`src/rtl/regfile_dump_reader.sv`:
```
// Sweeps a register-file address range through a combinational read port and streams (addr, data) words out.
// Optional XOR checksum of delivered words when REGDUMP_CHECKSUM_EN is defined.
module regfile_dump_reader #(
    parameter int DATA_W = 32,
    parameter int ADDR_W = 5
) (
    input  logic              Clk,
    input  logic              Rst_n,
    input  logic              Start,
    input  logic              Abort,
    input  logic [ADDR_W-1:0] StartAddr,
    input  logic [ADDR_W-1:0] EndAddr,
    output logic [ADDR_W-1:0] RA,
    input  logic [DATA_W-1:0] RD,
    output logic [ADDR_W-1:0] OutAddr,
    output logic [DATA_W-1:0] OutData,
    output logic              OutValid,
    input  logic              OutReady,
    output logic              Busy,
    output logic              Halt,
    output logic              Done
`ifdef REGDUMP_CHECKSUM_EN
    ,
    output logic [DATA_W-1:0] Checksum
`endif
);

    typedef enum logic [1:0] {
        S_IDLE = 2'd0,
        S_READ = 2'd1,
        S_SEND = 2'd2,
        S_DONE = 2'd3
    } state_t;

    state_t            state_q;
    logic [ADDR_W-1:0] cur_q;
    logic [ADDR_W-1:0] end_q;
    logic [ADDR_W-1:0] out_addr_q;
    logic [DATA_W-1:0] out_data_q;
    logic              valid_q;
    logic              busy_q;
    logic              done_q;

    logic              hs_d;
    logic              last_d;
    logic [ADDR_W-1:0] cur_inc_d;

    assign hs_d      = valid_q && OutReady;
    assign last_d    = (cur_q == end_q);
    assign cur_inc_d = cur_q + 1'b1;

    always_ff @(posedge Clk or negedge Rst_n) begin
        if (!Rst_n) begin
            state_q    <= S_IDLE;
            cur_q      <= '0;
            end_q      <= '0;
            out_addr_q <= '0;
            out_data_q <= '0;
            valid_q    <= 1'b0;
            busy_q     <= 1'b0;
            done_q     <= 1'b0;
        end else begin
            case (state_q)
                S_IDLE: begin
                    done_q <= 1'b0;
                    if (Start) begin
                        cur_q   <= StartAddr;
                        end_q   <= EndAddr;
                        busy_q  <= 1'b1;
                        state_q <= S_READ;
                    end
                end
                S_READ: begin
                    if (Abort) begin
                        busy_q  <= 1'b0;
                        state_q <= S_IDLE;
                    end else begin
                        out_data_q <= RD;
                        out_addr_q <= cur_q;
                        valid_q    <= 1'b1;
                        state_q    <= S_SEND;
                    end
                end
                S_SEND: begin
                    // Abort wins over a simultaneous handshake: the word is not delivered.
                    if (Abort) begin
                        valid_q <= 1'b0;
                        busy_q  <= 1'b0;
                        state_q <= S_IDLE;
                    end else if (hs_d) begin
                        valid_q <= 1'b0;
                        if (last_d) begin
                            busy_q  <= 1'b0;
                            done_q  <= 1'b1;
                            state_q <= S_DONE;
                        end else begin
                            cur_q   <= cur_inc_d;
                            state_q <= S_READ;
                        end
                    end
                end
                S_DONE: begin
                    done_q  <= 1'b0;
                    state_q <= S_IDLE;
                end
                default: begin
                    valid_q <= 1'b0;
                    busy_q  <= 1'b0;
                    done_q  <= 1'b0;
                    state_q <= S_IDLE;
                end
            endcase
        end
    end

    // cur_q only moves on entry to READ, so it already holds its last value in IDLE and DONE.
    assign RA       = cur_q;
    assign OutAddr  = out_addr_q;
    assign OutData  = out_data_q;
    assign OutValid = valid_q;
    assign Busy     = busy_q;
    assign Halt     = busy_q;
    assign Done     = done_q;

`ifdef REGDUMP_CHECKSUM_EN
    logic [DATA_W-1:0] csum_q;

    always_ff @(posedge Clk or negedge Rst_n) begin
        if (!Rst_n) begin
            csum_q <= '0;
        end else if (state_q == S_IDLE && Start) begin
            csum_q <= '0;
        end else if (state_q == S_SEND && hs_d && !Abort) begin
            csum_q <= csum_q ^ out_data_q;
        end
    end

    assign Checksum = csum_q;
`endif

endmodule
```
`config.mk`:
```
export PLATFORM = sky130hd
export DESIGN_NAME = regfile_dump_reader
export DESIGN_NICKNAME = d
export VERILOG_FILES = /design/src/rtl/regfile_dump_reader.sv
export SDC_FILE = /design/constraint.sdc
export NUM_CORES = 1
export LEC_CHECK = 0
export ABC_AREA = 1
export ABC_CLOCK_PERIOD_IN_PS = 1500
export CORE_MARGIN = 5
export CORE_UTILIZATION = 35
export CTS_CLUSTER_DIAMETER = 120
export DETAILED_ROUTE_END_ITERATION = 7
export PLACE_DENSITY = 0.72
export REMOVE_ABC_BUFFERS = 1
export SLEW_MARGIN = 15
export SYNTH_ARGS = -nofsm -noshare
export SYNTH_HDL_FRONTEND = slang
export SYNTH_SLANG_ARGS = --single-unit
```
`constraint.sdc`:
```
create_clock -name Clk -period 1.5 [get_ports Clk]
set_input_delay 0.375 -clock Clk [delete_from_list [all_inputs] [get_ports Clk]]
set_output_delay 0.375 -clock Clk [all_outputs]
set_load 0.03 [all_outputs]
```
==> results.ini <==
[layout]
drive_gt1_share_pct = 16.0
stdcell_count = 476
n_antenna_cell = 0
area_delta_synth_final_pct = 57.3
layout_common_cells = nand2_1, dfrtp_1, clkdlybuf4s50_1
nNetsFinal = 450
layout_commonest_cell = nand2_1
fillers = 594
fin_area_um2 = 3620

[power_and_ir_drop]
internal-power_w = 0.00425
power.total_w = 0.00787
power_frac_comb_pct = 56.4
power.density_nw_per_um2 = 2170
switching_share_pct = 46.0
sequentialPowerShare_pct = 31.6
vdd.ir_drop.worst_mv = 1.09
power_frac_clock_pct = 12.0
power_switching_w = 0.00362
p_leak_nw = 1.93

[synthesis]
netlist_instances = 282
ys_ff_latch = 52
ys_types = 22
ys.warnings.count = 0
syn_area_um2 = 2300
yosysSeqAreaShare_pct = 56.5
syn_avg_cell_area_um2 = 8.17

[critical_path]
cp_max_fo = 2
timing.critical_path.required_ns = 1.12
cp_num_buf_inv = 1
worst_ep_arrival_time_ns = 1.08
critical-path-top-delay-family = buffers and inverters
start_kind = register
crit_path_end_kind = primary output
rr_worst_depth = 7
max_stage_delay_ns = 0.41
crit_path_cell_trace = dlygate4sd2_1
cp_slowest_cell = dlygate4sd2_1
path_class = register to primary output
cp_num_cells = 1

[global_route]
grtUsageTotal_pct = 14.3
antenna_found_initial = 0
first_global_vias = 2102
use_met1_pct = 20.1
grt_first_pass_wirelength_mm = 9.95
use_met2_pct = 21.8
grt-ovfl-total = 0
gr-usage-met3_pct = 4.13
grt_max_degree = 27
busiest_layer = met2

[floorplanning]
io_pins = 93
design.die.area_um2 = 8300
rows = 29
start_util_pct = 36.1
die_w_um = 91.1
die_y_um = 91.1
core_um2 = 6390

[clock_tree]
ctsHtreeMaxLevel = 2
cts_tree = yes
ctsLongestPathBuffers = 2
clk_pin_slew_worst_paths_ns = 0.10
cts.sink_count = 52
numCtsBuffers = 5
clk_latency_ns = 0.30
clockRootBuffer = clkbuf_8

[place]
post-place-cells = 466
place_area_um2 = 3490
numPortBuffers = 92
dp_hpwl_mm = 4.62
gp_congestion = 0.831

[hold_path]
hold_path_class = register to register
whs_path_depth = 2

[route]
route.detailed.drc = 0
dr_total_vias = 2133
drt_iter0_markers = 83
postRouteAntennaNets = 0
wl_per_cell_um = 12.7
dr.pass1.iters = 5
drt_wl_total_mm = 6.06
viasPerCell = 4.48

[timing]
setup_violations = 0
tightest_slew_ns = 0.346
final_max_slew_viol_count = 0
rsz0062_at_grt = true
min_period_ns = 1.45
period_share_pct = 96.9
max_freq_ghz = 0.688
tns_ns = 0
max-slew-margin-rel_pct = 76.9
clock_skew_ns = 0.00735
hold_viol_final = 0

[job]
cap_violations = 0

[run_status]
status = completed

==> layout make-up <==
| type | instances | area (um2) | area share (%) |
|---|---|---|---|
| sequential | 52 | 1300 | 36.0 |
| timing repair buffer | 118 | 1100 | 30.5 |
| multi-input combinational | 201 | 932 | 25.7 |
| tap | 77 | 96.3 | 2.66 |
| inverter | 20 | 75.1 | 2.07 |
| clock buffer | 5 | 68.8 | 1.90 |
| clock inverter | 3 | 42.5 | 1.17 |
==> synth_stat cells (all sizes together) <==
master	count	area share (%)
xnor2	2	0.76
nand3	8	2.0
buf	1	0.33
a21oi	6	1.3
clkbuf	8	1.3
or2	1	0.27
dfrtp	52	56
nand2	151	25
nor3	1	0.22
a22oi	1	0.33
inv	20	3.3
o21ai	11	2.4
mux2	1	0.49
xor2	2	0.76
ha	5	2.7
nor2	12	2.1
==> per-stage QoR <==
| step | setup slack, ns | util [%] | hold WS [ns] |
|---|---|---|---|
| 2_1_floorplan | -0.735 | - | 0.0794 |
| 3_3_place_gp | -0.231 | 54.7 | 0.285 |
| 3_5_place_dp | -0.263 | 54.7 | 0.298 |
| 4_1_cts | 0.00904 | 55.9 | 0.487 |
| 5_1_grt | -0.0483 | 56.7 | 0.508 |
| 6_report | 0.0464 | 56.7 | 0.480 |
==> state kept, by name, summed over array words and instances (netlist names) <==
signal and cells:
state_q 2, end_q 5, Busy 1, Done 1
RA 5, OutData 32, OutValid 1, OutAddr 5
==> cell families after synthesis <==
kind of cell	synth area share [%]
simple gates	29.9
flops	56.5
buf+inv	4.89
compound gates	4.02
fa+ha+maj	2.72
xor+xnor	1.52
mux	0.489
==> per-layer routing <==
metal	part of all wire [%]	up-vias
li1	-	1084
met1	47	971
met2	45	74
met3	7.2	4
met4	0.59	0
met5	0	-
==> final timing paths <==
| check | from | to | slack (ns) |
|---|---|---|---|
| min | OutData[22]$_DFFE_PN0P_ | OutData[22]$_DFFE_PN0P_ | 0.48 |
| max reg2reg | state_q[0]$_DFFE_PN0P_ | OutData[7]$_DFFE_PN0P_ | 0.09 |
| max in group asynchronous | Rst_n | RA[1]$_DFFE_PN0P_ | 0.53 |
| min reg2reg | OutData[22]$_DFFE_PN0P_ | OutData[22]$_DFFE_PN0P_ | 0.48 |
| min in group asynchronous | Rst_n | OutData[10]$_DFFE_PN0P_ | 0.50 |
| max | OutData[6]$_DFFE_PN0P_ | OutData[6] | 0.05 |
==> repair_timing <==
item / CTS / global route
hold buffers: 1 / 0
endpoints found under the hold margin: 9 / 0
setup buffers: 0 / 1
pin swaps: 0 / 1
gates resized for setup: 41 / 28
gates cloned: 0 / 0
endpoints found under the setup margin: 45 / 24
==> power by group through the flow <==
stage	logic [W]	registers, W	clock network, W
after floorplan	0.00149	0.00360	0
after global placement	0.00461	0.00249	0
after detailed placement	0.00471	0.00251	0
after CTS	0.00437	0.00248	0.000981
after global routing	0.00488	0.00257	0.00104
final	0.00444	0.00249	0.000943
(Power assumes the default switching activity.)
